$ cat config.mk
export PLATFORM = sky130hd
export DESIGN_NAME = rrp_stream_arbiter
export DESIGN_NICKNAME = d
export VERILOG_FILES = /design/src/rtl/rrp_stream_arbiter.sv
export SDC_FILE = /design/constraint.sdc
export NUM_CORES = 1
export LEC_CHECK = 0
export ABC_CLOCK_PERIOD_IN_PS = 3840
export BUFFER_PORTS_ARGS = -buffer_cell sky130_fd_sc_hd__clkbuf_2
export CORE_MARGIN = 2
export CORE_UTILIZATION = 34
export CTS_BUF_LIST = sky130_fd_sc_hd__clkbuf_8
export CTS_CLUSTER_SIZE = 12
export DETAILED_ROUTE_END_ITERATION = 10
export GPL_TIMING_DRIVEN = 0
export PLACE_DENSITY = 0.88
export SYNTH_ARGS = -nofsm -noshare
export SYNTH_HDL_FRONTEND = slang
export SYNTH_SLANG_ARGS = --single-unit
export TNS_END_PERCENT = 50
$ cat constraint.sdc
create_clock -name CLK -period 3.84 [get_ports CLK]
set_clock_uncertainty 0.2 [all_clocks]
set_input_delay 0.768 -clock CLK [delete_from_list [all_inputs] [get_ports CLK]]
set_output_delay 0.768 -clock CLK [all_outputs]
set_load 0.01 [all_outputs]
$ cat src/rtl/rrp_stream_arbiter.sv
// rrp_stream_arbiter
// Round-robin arbiter with per-channel hold. It merges WIDTH FIFO-style word
// streams into one output stream and pops at most one word per cycle.
// Selection, data and grant paths are combinational. Only the arbitration
// state (last served channel, hold lock) is registered.
//
// Ports
//   CLK         clock, all state updates on the rising edge
//   RST         synchronous active-high reset
//   WRITE_REQ   per-channel word available (= !FIFO_EMPTY)
//   HOLD_REQ    per-channel request to keep ownership after its transfer
//   DATA_IN     channel i word at [i*DATA_WIDTH +: DATA_WIDTH]
//   READ_GRANT  pop strobe to the selected channel (one-hot or zero)
//   READY_OUT   downstream can accept a word this cycle
//   WRITE_OUT   DATA_OUT valid
//   DATA_OUT    selected channel word
module rrp_stream_arbiter #(
  parameter int WIDTH      = 2,
  parameter int DATA_WIDTH = 32
) (
  input  logic                        CLK,
  input  logic                        RST,
  input  logic [WIDTH-1:0]            WRITE_REQ,
  input  logic [WIDTH-1:0]            HOLD_REQ,
  input  logic [WIDTH*DATA_WIDTH-1:0] DATA_IN,
  output logic [WIDTH-1:0]            READ_GRANT,
  input  logic                        READY_OUT,
  output logic                        WRITE_OUT,
  output logic [DATA_WIDTH-1:0]       DATA_OUT
);

  localparam int CW = (WIDTH > 1) ? $clog2(WIDTH) : 1;

  logic [CW-1:0]         cur;
  logic                  locked;
  logic [CW-1:0]         sel;
  logic                  transfer;
  logic [DATA_WIDTH-1:0] words [WIDTH];

  for (genvar i = 0; i < WIDTH; i++) begin : g_words
    assign words[i] = DATA_IN[i*DATA_WIDTH +: DATA_WIDTH];
  end

  // Search starts just after the last served channel and wraps around, so
  // cur itself is examined last. With no request, sel stays on cur.
  always_comb begin
    logic          found;
    logic [CW-1:0] cand;
    sel   = cur;
    found = 1'b0;
    cand  = '0;
    if (!(locked && HOLD_REQ[cur])) begin
      for (int unsigned k = 1; k <= WIDTH; k++) begin
        cand = CW'((32'(cur) + k) % WIDTH);
        if (!found && WRITE_REQ[cand]) begin
          sel   = cand;
          found = 1'b1;
        end
      end
    end
  end

  assign WRITE_OUT = !RST && WRITE_REQ[sel];
  assign DATA_OUT  = RST ? '0 : words[sel];
  assign transfer  = WRITE_OUT && READY_OUT;

  always_comb begin
    READ_GRANT = '0;
    if (transfer) READ_GRANT[sel] = 1'b1;
  end

  // Without a transfer the lock survives only while the owner keeps holding.
  always_ff @(posedge CLK) begin
    if (RST) begin
      cur    <= CW'(WIDTH - 1);
      locked <= 1'b0;
    end else if (transfer) begin
      cur    <= sel;
      locked <= HOLD_REQ[sel];
    end else if (!HOLD_REQ[cur]) begin
      locked <= 1'b0;
    end
  end

endmodule

==> impl_metrics.toml <==
[setup_path]
crit_path_cell_trace = "clkbuf_2, a21bo_2, mux2i_4, buf_6, nand2_1, a21oi_2, clkbuf_2"
critical_path.top_delay_family = "buffers and inverters"
path_class = "in -> out"
slowest_delay_ns = 0.27
crit_buf_inv = 3
crit_arrival_ns = 2.01
cpMostUsedCell = "clkbuf_2"
start_kind = "input port"
r2r_start = "cur"
r2r_cells = 5
crit_path_end_kind = "output port"
cp_num_cells = 7
slowest_stage = "mux2i_4"
crit_fanout = 10
setup.worst_path.start = "WRITE_REQ[1]"
cp.required_ns = 2.87

[sta]
fin_crit_ns = 2.982
max_slew_margin_pct = 64.05
fmax_mhz = 335.3
fin_crit_sh_pct = 77.66
fin_ws_ns = 0.8577
drv_slew = 0
rsz0062_at_grt = "false"
hold_viol = 0
worst_pin_slew_ns = 0.5393
final.setup.tns_ns = 0
setup_viol = 0

[cts]
postCtsSetupBuffers = 0
htree_levels = 1
ctsHoldBuffers = 0
clockRootBuffer = "clkbuf_8"
clkTransAtPathRegs_ns = 0.03
post_cts_resized = 0
cts_sinks = 2
cts_buffers = 3
cts_buffer_depth = 2
cts_tree = "done"
clkLatencyLatePin_ns = 0.21

[detailed_routing]
drt_pre_antenna_iters = 4
ant_nets = 0
drt_iter0_drc = 11
wl_per_cell_um = 10.31
finalWirelength_um = 2794
drc = 0
via_per_inst = 4.720
vias = 1279

[grt]
grt_max_degree = 11
grt_first_pass_wirelength_um = 4333
grt_use_total_pct = 20.45
grt_pass1_vias = 1067
antenna_found_initial = 0
gr-total-overflow = 0

[flow_run]
maxCapViolCount = 0

[power_and_ir_drop]
ir_worst_vdd_uv = 180.1
total_power_uw = 299.0
p_leak_uw = 0.0007939
p_per_area_nw_per_um2 = 219.2

[synthesis]
synth-simple-area-share_pct = 39.64
syn_avg_cell_area_um2 = 5.640
synth_xor_area_share_pct = 0
synth-compound-area-share_pct = 36.54
synth_nets = 207
syn_inst = 136
synth_top_family_by_area = "simple AND/OR/NAND/NOR gates"
ys_warn_count = 0
ys_ff_latch = 2
async_reset_ff_share_pct = 0
ys_seq_area_share_pct = 5.220
synth_top_flop_cell = "dfxtp_1"
synthMuxAreaShare_pct = 7.178
syn_area_um2 = 767.0
synthAdderAreaFrac_pct = 0
synth_edf_count = 0
synth_cell_types = 25

[place]
dp_slack_ns = 0.8742
gp_congestion = 0.6930
placed_area_um2 = 1323
dp_hpwl_um = 2212
io_buffers = 104

[cells_and_area]
antenna_cells = 0
synthToLayoutAreaGrowth_pct = 77.81
layout.nets = 316
drive_above_1_share_pct = 53.50
finish.instance_area_um2 = 1364

[floorplanning]
die_x_um = 51.50
dieHeight_um = 51.50
core-area_um2 = 2170
core.rowCount = 17
start_util_pct = 35.35
die_area_um2 = 2652
num_io_pins = 106

[worst_hold_path]
holdCritStartpoint = "locked"
hold_class = "reg -> reg"
holdPathStages = 2

[status]
status = "finished clean"
power breakdown:
part	switching (uW)	total (uW)	leakage, uW	internal [uW]
registers	2.04	24.6	0.0000164	22.6
clock network	17.3	83.7	0.0000216	66.3
logic	99.0	191	0.000756	91.7
total	118	299	0.000794	181
worst register-to-register path, delay by kind of cell, from the launching register on:
kind | cells | cell delay, ns
flops | 1 | 0.33
mux | 1 | 0.14
compound gates | 2 | 0.36
simple gates | 1 | 0.22
buf+inv | 1 | 0.19
layer usage:
metal	vias to the layer above	part of all wire, %	global-route usage, %	wire length (um)
li1	672	-	-	-
met1	542	42	25.57	1167
met2	63	48	35.04	1346
met3	2	9.6	4.310	267
met4	0	0.43	6.140	12
met5	-	0	0	0
worst paths after layout:
path	endpoint	slack [ns]
max	DATA_OUT[15]	0.86
min	locked	0.37
max reg2reg	locked	2.28
min reg2reg	locked	0.37
cell type report:
cell class	count	area (um2)
Buffer	11	87.58
Clock buffer	3	41.29
Fill cell	233	805.8
Multi-Input combinational cell	123	639.4
Sequential cell	2	40.04
Tap cell	28	35.03
Timing Repair Buffer	104	520.5
Yosys cell counts (all sizes together) (2+ instances only):
library cell / count / area, um2
buf: 7 / 72.56
mux2i: 2 / 32.53
o21ai: 2 / 10.01
clkbuf: 4 / 15.01
a21oi: 35 / 209.0
nor2: 3 / 11.26
dfxtp: 2 / 40.04
nand2: 66 / 247.7
and3: 2 / 13.77
mux2: 2 / 22.52
sequential cells by signal, summed over array words and instances (netlist names):
signal  flops
cur         1
locked      1
layout by cell type, fill, tap and decap left out:
| master | count |
|---|---|
| o21ai_0 | 2 |
| a21oi_2 | 9 |
| and3b_2 | 1 |
| mux2_2 | 2 |
| o221ai_1 | 1 |
| buf_2 | 1 |
| a21boi_2 | 1 |
| nand3b_1 | 1 |
| a21bo_2 | 1 |
| and3_2 | 1 |
| o211ai_1 | 1 |
| clkbuf_1 | 4 |
| mux2i_1 | 1 |
| nor3b_1 | 1 |
| nand2_1 | 66 |
| o21a_1 | 1 |
| and3_1 | 1 |
| a21oi_1 | 26 |
| dfxtp_1 | 2 |
| nor2b_1 | 1 |
| clkbuf_2 | 104 |
| buf_6 | 6 |
| mux2i_4 | 1 |
| clkbuf_8 | 3 |
| o21bai_1 | 1 |
| a2bb2oi_1 | 1 |
| nor2_1 | 3 |
per-stage QoR:
stage / hold slack [ns] / instances / util [%]
after floorplan: 0.3131 / 136 / -
after global placement: 0.3574 / 268 / 60.96
after detailed placement: 0.3620 / 268 / 60.96
after CTS: 0.3704 / 271 / 62.86
after global routing: 0.4324 / 271 / 62.86
final: 0.3681 / 271 / 62.86
cell families after synthesis:
family,after synthesis
simple gates,75
compound gates,44
buf+inv,11
mux,4
flops,2
Note: power is estimated with default switching activity, not from simulation.
